`config.mk`:
```
export PLATFORM = sky130hd
export DESIGN_NAME = timebase_ctrl
export DESIGN_NICKNAME = d
export VERILOG_FILES = /design/src/rtl/timebase_ctrl.sv
export SDC_FILE = /design/constraint.sdc
export NUM_CORES = 1
export LEC_CHECK = 0
export BUFFER_PORTS_ARGS = -buffer_cell sky130_fd_sc_hd__buf_4
export CAP_MARGIN = 25
export CELL_PAD_IN_SITES_DETAIL_PLACEMENT = 0
export CELL_PAD_IN_SITES_GLOBAL_PLACEMENT = 1
export CORE_AREA = 2 2 80 90
export DETAILED_ROUTE_END_ITERATION = 16
export DIE_AREA = 0 0 82 92
export GPL_ROUTABILITY_DRIVEN = 0
export PLACE_DENSITY = 0.85
export SLEW_MARGIN = 10
export SYNTH_ARGS = -nofsm -noshare
export SYNTH_HDL_FRONTEND = slang
export SYNTH_SLANG_ARGS = --single-unit
```
`constraint.sdc`:
```
create_clock -name PCLK -period 2.9 [get_ports PCLK]
set_clock_uncertainty 0.05 [all_clocks]
set_input_delay 0.145 -clock PCLK [delete_from_list [all_inputs] [get_ports PCLK]]
set_output_delay 0.145 -clock PCLK [all_outputs]
set_load 0.01 [all_outputs]
```
`src/rtl/timebase_ctrl.sv`:
```
// Run/stop sequencer and double-buffered period/prescale for the PWM timebase.
// Config writes land at a period boundary while running, or on the next edge when idle.
module timebase_ctrl #(
  parameter int                    APB_DWIDTH = 8,
  parameter logic [APB_DWIDTH-1:0] PERIOD_RST = 8'hFF
) (
  input  logic                  PCLK,
  input  logic                  PRESET,
  input  logic                  start,
  input  logic                  stop,
  input  logic [APB_DWIDTH-1:0] burst_len,
  input  logic [APB_DWIDTH-1:0] period_wr,
  input  logic [APB_DWIDTH-1:0] prescale_wr,
  input  logic                  upd_req,
  input  logic [APB_DWIDTH-1:0] period_cnt,
  input  logic                  sync_pulse,
  output logic [APB_DWIDTH-1:0] period_reg,
  output logic [APB_DWIDTH-1:0] prescale_reg,
  output logic                  tb_resetn,
  output logic                  running,
  output logic                  upd_pending,
  output logic                  upd_ack,
  output logic                  period_end,
  output logic                  burst_done
);

  typedef struct packed {
    logic [APB_DWIDTH-1:0] period;
    logic [APB_DWIDTH-1:0] prescale;
  } cfg_t;

  typedef enum logic [1:0] {
    IDLE     = 2'd0,
    RUN      = 2'd1,
    STOPPING = 2'd2
  } state_t;

  state_t                state_q, state_d;
  cfg_t                  active_q, active_d;
  cfg_t                  stage_q, stage_d, stage_eff;
  logic                  upd_pending_q, upd_pending_d;
  logic                  upd_ack_q, upd_ack_d;
  logic                  burst_done_q, burst_done_d;
  logic                  tb_resetn_q, tb_resetn_d;
  logic                  running_q, running_d;
  logic [APB_DWIDTH-1:0] burst_cnt_q, burst_cnt_d;
  logic [APB_DWIDTH-1:0] burst_len_q, burst_len_d;
  logic                  pend_eff;
  logic                  apply;
  logic                  burst_last;

  assign period_end = tb_resetn_q & sync_pulse & (period_cnt >= active_q.period);

  // A write arriving in the apply cycle bypasses staging so the newest value wins.
  always_comb begin
    stage_eff     = upd_req ? {period_wr, prescale_wr} : stage_q;
    pend_eff      = upd_req | upd_pending_q;
    apply         = pend_eff & ((state_q == IDLE) | period_end);
    stage_d       = stage_eff;
    active_d      = apply ? stage_eff : active_q;
    upd_pending_d = pend_eff & ~apply;
    upd_ack_d     = apply;
  end

  always_ff @(posedge PCLK) begin
    if (PRESET) begin
      state_q <= IDLE;
    end else begin
      state_q <= state_d;
    end
  end

  always_comb begin
    state_d     = state_q;
    burst_len_d = burst_len_q;
    burst_cnt_d = burst_cnt_q;
    burst_last  = 1'b0;
    case (state_q)
      IDLE: begin
        if (start && !stop) begin
          state_d     = RUN;
          burst_len_d = burst_len;
          burst_cnt_d = '0;
        end
      end
      RUN: begin
        if (period_end) begin
          burst_cnt_d = burst_cnt_q + 1'b1;
          burst_last  = (burst_len_q != '0) && (burst_cnt_d == burst_len_q);
          if (burst_last || stop) state_d = IDLE;
        end else if (stop) begin
          state_d = STOPPING;
        end
      end
      STOPPING: begin
        if (period_end) state_d = IDLE;
      end
      default: state_d = IDLE;
    endcase
  end

  // Outputs are registered off the next state so they line up with state_q.
  always_comb begin
    tb_resetn_d  = (state_d != IDLE);
    running_d    = (state_d != IDLE);
    burst_done_d = burst_last;
  end

  always_ff @(posedge PCLK) begin
    if (PRESET) begin
      active_q      <= {PERIOD_RST, {APB_DWIDTH{1'b0}}};
      stage_q       <= '0;
      upd_pending_q <= 1'b0;
      upd_ack_q     <= 1'b0;
      burst_done_q  <= 1'b0;
      tb_resetn_q   <= 1'b0;
      running_q     <= 1'b0;
      burst_cnt_q   <= '0;
      burst_len_q   <= '0;
    end else begin
      active_q      <= active_d;
      stage_q       <= stage_d;
      upd_pending_q <= upd_pending_d;
      upd_ack_q     <= upd_ack_d;
      burst_done_q  <= burst_done_d;
      tb_resetn_q   <= tb_resetn_d;
      running_q     <= running_d;
      burst_cnt_q   <= burst_cnt_d;
      burst_len_q   <= burst_len_d;
    end
  end

  assign period_reg   = active_q.period;
  assign prescale_reg = active_q.prescale;
  assign tb_resetn    = tb_resetn_q;
  assign running      = running_q;
  assign upd_pending  = upd_pending_q;
  assign upd_ack      = upd_ack_q;
  assign burst_done   = burst_done_q;

endmodule

```
==> run_results.csv, run 1 <==
group,metric,value,unit
layout,utilization,47.8,%
min_path,min_to,"burst_len_q[7]",
timing,post-route-min-period,2370,ps
timing,tns,0,ps
timing,fmax,422,MHz
critical_path,path_cells,"ha_1 > nand2b_4 > a2111oi_4 > o31a_2 > nor2_2 > o22a_1 > buf_4 > mux2_2",
clock_network,clk_latency,310,ps
flow_run,maxCapViolCount,0,
drt,wirelength,5.65,mm
grt,grt_pass1_vias,2046,
die,fp.dieW,82,microns
clock_network,clk_transition_reported_paths,100,ps
timing,rsz0062_at_grt,"false",
min_path,min_delay_path_depth,3,
drt,first_pass_iters,6,
die,io_pins,60,
synthesis,synth_top_family_by_area,"simple AND/OR/NAND/NOR gates",
critical_path,critPathBufInv,1,
critical_path,arrival,2520,ps
drt,num_vias,2052,
synthesis,synth-simple-area-share,22.5,%
synthesis,synth_compound_area_share,11.0,%
die,die-area,7540,sq um
power,p_per_area,491,nW/um^2
synthesis,synth_cell_types,50,
synthesis,ys_ff_latch,54,
grt,track_usage,16.1,%
layout,regMostFlops,"stage_q",
layout,layout.nets,381,
power,p_seq_share,51.1,%
synthesis,synth.area.mux_share,13.6,%
clock_network,htreeDepth,2,
critical_path,crit_slowest_cell,"o31a_2",
power,switching_share,24.9,%
power,clockPowerShare,31.9,%
clock_network,cts_setup_buffers,0,
clock_network,cts.sinks,54,
die,coreArea,6730,sq um
grt,grt_antenna_before_repair,0,
layout,diodes,0,
critical_path,cp-start-kind,"flop",
synthesis,synth-adder-area-share,4.32,%
timing,finalHoldViolCount,0,
synthesis,synth_xor_area_share,2.35,%
die,placementRows,32,
grt,grt_overflow,0,
drt,ant_nets,0,
timing,worst_pin_slew,718,ps
layout,syn_to_final_growth,23.5,%
placement,io_buffers,59,
min_path,min_path_type,"primary input to flop",
synthesis,syn_area,2600,sq um
outcome,status,"finished clean",
timing,slew_violations,0,
power,switching_power,393,uW
timing,finalCritPeriodShare,81.8,%
layout,layout_commonest_cell,"buf_4",
timing,max_slew_margin,51.7,%
layout,largest_reg_flops,16,
synthesis,synthArstFlopShare,0,%
critical_path,r2r_slack,530,ps
synthesis,synth-edff-count,0,
clock_network,clockBufferDepth,2,
clock_network,cts-root-buf,"clkbuf_8",
clock_network,cts_tree,"built",
critical_path,slowest_delay,360,ps
critical_path,endpoint_kind,"flop",
synthesis,yosysWarnings,0,
synthesis,synthesis.nets,327,
min_path,min_from,"burst_len[7]",
die,initial_core_util,38.7,%
timing,setup_viol,0,
power,p_leak,1.51,nW
timing,layout_setup_ws,529,ps
power,p_comb_share,17.0,%
die,die_y,92,microns
synthesis,syn_avg_cell_area,9.30,sq um
drt,vias_per_cell,4.89,
placement,pre_cts_ws,530,ps
grt,grt_pass1_wl,9.47,mm
layout,final_cell_mix,"buf_4, dfxtp_1, nor2_1",
synthesis,synth_cells,280,
critical_path,timing.rr.end,"prescale_reg[6]",
clock_network,cts_buffers,5,
power,vdd_drop_max,0.263,mV
layout,drive_gt1_share,25.7,%
critical_path,cp.required,3050,ps
power,p_int,1.19,mW
placement,dpl.hpwl,4.13,mm
critical_path,reg2reg_depth,8,
critical_path,crit_type,"flop to flop",
drt,first_iter_violations,105,
grt,grt_start_max_net_pins,58,
critical_path,cp_max_fo,10,
synthesis,yosysSeqAreaShare,41.5,%
critical_path,path_delay_family,"compound AO/OA/AOI/OAI gates",
drt,route.detailed.drc,0,
synthesis,synth_ff_type,"dfxtp_1",
drt,wl_per_cell,13.4,microns
critical_path,reg2reg_from,"period_reg[0]",
[power by group through the flow]
| stage | Combinational, mW | Sequential (mW) | Clock, mW |
|---|---|---|---|
| global route | 0.296 | 0.813 | 0.546 |
| detailed placement | 0.271 | 0.825 | 0 |
| floorplan | 0.161 | 0.828 | 0 |
| global placement | 0.265 | 0.823 | 0 |
| finish | 0.268 | 0.808 | 0.503 |
| CTS | 0.273 | 0.808 | 0.525 |
[cell families after synthesis]
logic type,after synthesis
DFF,54
and+or+nand+nor,113
AOI/OAI and AO/OA,37
muxes,34
xor gates and xnor gates,7
adders and majority gates,9
buffers and inverters,26
[area by class of cell]
class | count | area [sq um]
well taps | 85 | 106
fillers | 684 | 3510
clock inverters | 2 | 37.5
multi-input cells | 200 | 1400
clock buffers | 6 | 72.6
inverters | 9 | 33.8
repair buffers | 64 | 483
flip-flops and latches | 54 | 1080
[per-layer routing]
metal | routed length [microns] | up-vias | GRT usage, %
li1 | - | 1072 | -
met1 | 2510 | 930 | 20.6
met2 | 2720 | 41 | 25.1
met3 | 285 | 9 | 4.72
met4 | 127 | 0 | 6.81
met5 | 0 | - | 0
[synth_stat cells (6+ instances only)]
cell type  instances  area [sq um]
mux2_2             8          90.1
nand2_1           19          71.3
ha_1               9           113
a221o_1            6          60.1
dfxtp_1           54          1080
clkbuf_1           8          30.0
inv_1              9          33.8
and3_1             7          43.8
a21oi_1           13          65.1
nor2_1            36           135
nor2b_1           21           131
mux2i_1           25           250
[per-stage QoR]
| step | cell area, sq um | cells | hold slack (ps) | power (mW) |
|---|---|---|---|---|
| after CTS | 3220 | 420 | 15.2 | 1.61 |
| final | 3220 | 420 | 26.8 | 1.58 |
| after detailed placement | 3100 | 411 | 307 | 1.10 |
| after floorplan | 2600 | 280 | 174 | 0.990 |
| after global placement | 3100 | 411 | 294 | 1.09 |
| after global routing | 3220 | 420 | 10.1 | 1.66 |
[worst max-delay path by stage]
stage	startpoint	slack (ps)	cells after the start	end
floorplan	period_reg[1]	540	9	prescale_reg[7]
global placement	period_reg[0]	600	8	prescale_reg[6]
detailed placement	period_reg[0]	530	8	prescale_reg[6]
CTS	period_reg[0]	510	8	prescale_reg[6]
global route	burst_cnt_q[0]	340	8	state_q[0]
finish	period_reg[0]	530	8	prescale_reg[6]
[tightest hold or removal path, delay by kind of cell]
| kind | cells | cell delay [ps] |
|---|---|---|
| buffers and inverters | 1 | 110 |
| AOI/OAI and AO/OA | 1 | 50 |
| and+or+nand+nor | 1 | 40 |
[what timing repair did]
item                       CTS  global route
setup endpoints to repair    0             0
hold endpoints to repair     1             0
hold buffers                 1             0
resized for setup            0             0
Power figures use the tool's default switching activity.
==> run 2: changes to the inputs <==
clock period = 2.2 ns   (was 2.9 ns; I/O delays follow)
==> run_results.csv, run 2 (synthesis gave the netlist of run 1 again) <==
group,metric,value,unit
outcome,status,"finished clean",
drt,wl_per_cell,12.8,microns
drt,num_vias,2215,
grt,grt_overflow,0,
die,die_y,92,microns
die,coreArea,6730,sq um
layout,diodes,0,
layout,drive_gt1_share,32.6,%
grt,met2_usage,26.1,%
min_path,min_path_type,"primary input to flop",
clock_network,clk_transition_reported_paths,100,ps
timing,finalCritPeriodShare,97.4,%
critical_path,cp-start-kind,"flop",
critical_path,crit_type,"flop to output pin",
grt,grt_pass1_vias,2107,
grt,use_met3,3.84,%
die,placementRows,32,
layout,num-fill-cells,637,
power,p_per_area,612,nW/um^2
drt,first_pass_iters,4,
grt,grt_start_max_net_pins,37,
grt,grt_pass1_wl,9.59,mm
timing,fmax,467,MHz
timing,rsz0062_at_grt,"true",
clock_network,clockBufferDepth,2,
clock_network,cts_tree,"built",
critical_path,cp.required,2040,ps
layout,layout.nets,411,
drt,first_iter_violations,88,
clock_network,cts_buffers,5,
layout,syn_to_final_growth,35.9,%
flow_run,maxCapViolCount,0,
layout,post-route-cell-area,3540,sq um
power,p_leak,1.67,nW
drt,route.detailed.drc,0,
placement,dpl.cell_count,432,
timing,setup_viol,0,
placement,dpl.hpwl,4.19,mm
placement,io_buffers,59,
drt,vias_per_cell,4.92,
timing,max_slew_margin,64.0,%
timing,post-route-min-period,2140,ps
drt,ant_nets,0,
grt,grt_antenna_before_repair,0,
layout,layout_commonest_cell,"buf_4",
placement,pre_cts_ws,-74.9,ps
clock_network,cts.sinks,54,
layout,final_cell_mix,"buf_4, dfxtp_1, nor2_1",
layout,regMostFlops,"stage_q",
die,io_pins,60,
layout,largest_reg_flops,16,
layout,stdcell_count,450,
drt,wirelength,5.76,mm
critical_path,cp_max_fo,6,
die,initial_core_util,38.7,%
power,vdd_drop_max,0.392,mV
grt,grt_use_met1,21.0,%
clock_network,clk_latency,310,ps
die,fp.dieW,82,microns
timing,slew_violations,0,
critical_path,arrival,1980,ps
die,die-area,7540,sq um
timing,worst_pin_slew,536,ps
placement,post_dp_cell_area,3280,sq um
clock_network,htreeDepth,2,
clock_network,cts-root-buf,"clkbuf_8",
critical_path,r2r_slack,100,ps
timing,finalHoldViolCount,0,
timing,layout_setup_ws,58.0,ps
grt,top_usage_layer,"met2",
critical_path,endpoint_kind,"output pin",
grt,track_usage,16.1,%
-- run 2: changes by cell type in the layout (fill, tap and decap cells not counted), moves of 2 or more --
cell / before / now
buf_4: 63 / 83
nor3_4: 0 / 2
ha_1: 9 / 7
dfxtp_1: 54 / 49
dfxtp_2: 0 / 5
dlygate4sd3_1: 1 / 10
-- run 2: through the flow --
step / power (mW) / hold slack [ps] / util, % / setup TNS, ps
after CTS: 2.19 / 0.855 / 52.1 / 0
after detailed placement: 1.48 / 265 / 48.8 / -500
after global routing: 2.28 / 4.37 / 52.6 / -27.7
final: 2.17 / 7.92 / 52.6 / 0
after floorplan: 1.32 / 139 / - / 0
after global placement: 1.47 / 258 / 48.8 / -91.2
-- run 2: routing by layer --
| metal | wire [microns] | vias up |
|---|---|---|
| met5 | 0 | - |
| met4 | 75 | 0 |
| met3 | 283 | 7 |
| met2 | 2750 | 48 |
| met1 | 2650 | 1023 |
| li1 | - | 1137 |
-- run 2: timing repair --
item	4_1_cts	5_1_grt
buffers inserted	0	0
endpoints found under the setup margin	18	18
hold endpoints to repair	10	0
gates cloned	0	0
pin swaps	0	2
hold buffers	10	0
resized for setup	3	6
-- run 2: path summary, 6_finish.rpt --
path | start | endpoint | cells past startpoint
worst max-delay path | period_reg[1] | period_end | 7
worst min-delay path | burst_len[3] | burst_len_q[3] | 3
worst max register to register | period_reg[1] | burst_cnt_q[7] | 8
worst min register to register | burst_len_q[0] | burst_len_q[0] | 2
-- run 2: final cells by class --
type | count | area, sq um | share of cell area [%]
well taps | 85 | 106 | 3.01
multi-input cells | 200 | 1460 | 41.2
clock inverters | 3 | 48.8 | 1.38
inverters | 9 | 33.8 | 0.955
flip-flops and latches | 54 | 1090 | 30.7
clock buffers | 5 | 68.8 | 1.94
repair buffers | 94 | 734 | 20.8
-- run 2: power breakdown --
group | total (mW) | internal (mW) | switching, mW
sequential | 1.06 | 1.03 | 0.0311
clock | 0.691 | 0.347 | 0.344
combinational | 0.412 | 0.231 | 0.180
-- run 2: critical path, cell delays in order, from the launching register on --
cell	delay, ps
dfxtp_1	340
inv_1	40
ha_1	310
a2111oi_4	380
o31a_2	250
nor2_4	50
buf_4	160
buf_4	140
==> run 3: changes to the inputs <==
BUFFER_PORTS_ARGS = default   (was -buffer_cell sky130_fd_sc_hd__buf_4)
CORE_AREA = 2 2 76 85   (was 2 2 80 90)
DIE_AREA = 0 0 78 87   (was 0 0 82 92)
DONT_BUFFER_PORTS = 1   (was default)
PLACE_DENSITY = 0.81   (was 0.85)
==> run_results.csv, run 3 (synthesis gave the netlist of run 1 again) <==
group,metric,value,unit
outcome,status,"finished clean",
critical_path,endpoint_kind,"flop",
grt,grt_antenna_before_repair,0,
timing,rsz0062_at_grt,"true",
critical_path,crit_start,"period_reg[3]",
layout,largest_reg_flops,16,
die,coreArea,6010,sq um
critical_path,reg2reg_from,"period_reg[3]",
flow_run,maxCapViolCount,0,
clock_network,htreeDepth,2,
timing,max_slew_margin,60.5,%
grt,grt_pass1_wl,10.3,mm
layout,layout_commonest_cell,"dfxtp_1",
grt,grt_pass1_vias,2199,
placement,post_dp_cell_area,2850,sq um
layout,post-route-cell-area,3390,sq um
layout,syn_to_final_growth,30.3,%
drt,route.detailed.drc,0,
drt,wirelength,6.06,mm
drt,wl_per_cell,14.6,microns
layout,drive_gt1_share,19.1,%
critical_path,reg2reg_depth,8,
drt,ant_nets,0,
drt,first_iter_violations,45,
die,die-area,6790,sq um
die,fp.dieW,78,microns
clock_network,clockBufferDepth,2,
power,p_per_area,599,nW/um^2
timing,setup_viol,0,
critical_path,cp.required,2350,ps
critical_path,cp-start-kind,"flop",
die,initial_core_util,43.4,%
clock_network,cts_tree,"built",
layout,regMostFlops,"stage_q",
critical_path,arrival,2270,ps
layout,diodes,0,
clock_network,cts-root-buf,"clkbuf_8",
grt,grt_overflow,0,
critical_path,cpMostUsedCell,"nor3_4",
layout,final_cell_mix,"dfxtp_1, dlygate4sd3_1, nor2_1",
clock_network,cts_setup_buffers,0,
placement,dpl.cell_count,369,
critical_path,crit_path_end,"burst_cnt_q[3]",
critical_path,crit_type,"flop to flop",
timing,whs,7.91,ps
power,vdd_drop_max,0.446,mV
die,die_y,87,microns
critical_path,slowest_delay,390,ps
clock_network,clk_transition_reported_paths,100,ps
power,p_leak,1.50,nW
min_path,min_from,"PRESET",
critical_path,path_cells,"inv_1 > ha_1 > o21a_1 > nor2_1 > o31a_2 > nor3_4 > nor3_4 > a221o_1",
critical_path,timing.rr.end,"burst_cnt_q[3]",
die,io_pins,60,
critical_path,cp_max_fo,7,
timing,worst_pin_slew,590,ps
placement,io_buffers,0,
clock_network,cts_buffers,5,
layout,stdcell_count,415,
die,placementRows,30,
layout,layout.nets,381,
timing,slew_violations,0,
timing,finalHoldViolCount,0,
placement,dpl.hpwl,3.91,mm
drt,num_vias,2102,
min_path,min_path_type,"primary input to flop",
power,total_power,2.03,mW
drt,vias_per_cell,5.07,
clock_network,clk_latency,300,ps
timing,finalCritPeriodShare,96.7,%
clock_network,cts.sinks,54,
timing,post-route-min-period,2130,ps
critical_path,crit_slowest_cell,"o31a_2",
grt,grt_start_max_net_pins,46,
critical_path,r2r_slack,70,ps
timing,fmax,470,MHz
drt,first_pass_iters,4,
grt,track_usage,18.9,%
## run 3: cell types whose count changed in the layout (fill, tap and decap cells not counted), sizes merged
cell and delta:
buf -57, dlygate4sd3 +27, clkbuf +1, bufinv -1
## run 3: what timing repair did
| action | 4_1_cts | 5_1_grt |
|---|---|---|
| setup endpoints to repair | 8 | 10 |
| resized for setup | 3 | 6 |
| hold buffers | 38 | 0 |
| hold endpoints to repair | 38 | 0 |
## run 3: worst max-delay path: cells and delay by family (launching register included)
family / cells / cell delay [ps]
AO/OA/AOI/OAI: 3 / 880
AND/OR/NAND/NOR: 3 / 450
flip-flops: 1 / 340
adder cells (fa/ha/maj): 1 / 260
buffers and inverters: 1 / 40
## run 3: worst min path at each step
| stage | endpoint | slack (ps) | cells past startpoint |
|---|---|---|---|
| 6_report | prescale_reg[4] | 8 | 2 |
| 5_1_grt | prescale_reg[1] | 10 | 2 |
| 4_1_cts | prescale_reg[4] | 2 | 2 |
| 3_5_place_dp | upd_ack | 140 | 1 |
| 3_3_place_gp | upd_ack | 140 | 1 |
| 2_1_floorplan | state_q[0] | 140 | 1 |
## run 3: per-layer routing
metal	track usage (%)	part of all wire, %	routed length (microns)	up-vias
met3	4.56	4.5	274	6
met5	0	0	0	-
met2	33.3	50	3010	49
li1	-	-	-	1077
met1	23.1	45	2710	970
met4	4.94	0.97	59	0
## run 3: report_power, final
group / leakage, nW / switching, mW / internal [mW]
Combinational: 1.01 / 0.159 / 0.203
Clock: 0.0478 / 0.342 / 0.260
Sequential: 0.442 / 0.0369 / 1.03
Total: 1.50 / 0.538 / 1.50
## run 3: cell type report
type                            instances  area (sq um)
Sequential cell                        54          1090
Multi-Input combinational cell        200          1480
Fill cell                             576          2610
Inverter                                9          33.8
Timing Repair Buffer                   64           598
Clock buffer                            6          82.6
Tap cell                               80           100
Clock inverter                          2          16.3
## run 3: stage by stage
stage / TNS, ps / util, % / worst slack [ps]
after CTS: 0 / 55.9 / 11.7
after floorplan: 0 / - / 2.97
after global placement: -512 / 47.5 / -86.2
final: 0 / 56.5 / 73.2
after detailed placement: -332 / 47.5 / -69.0
after global routing: -10.4 / 56.5 / -7.39
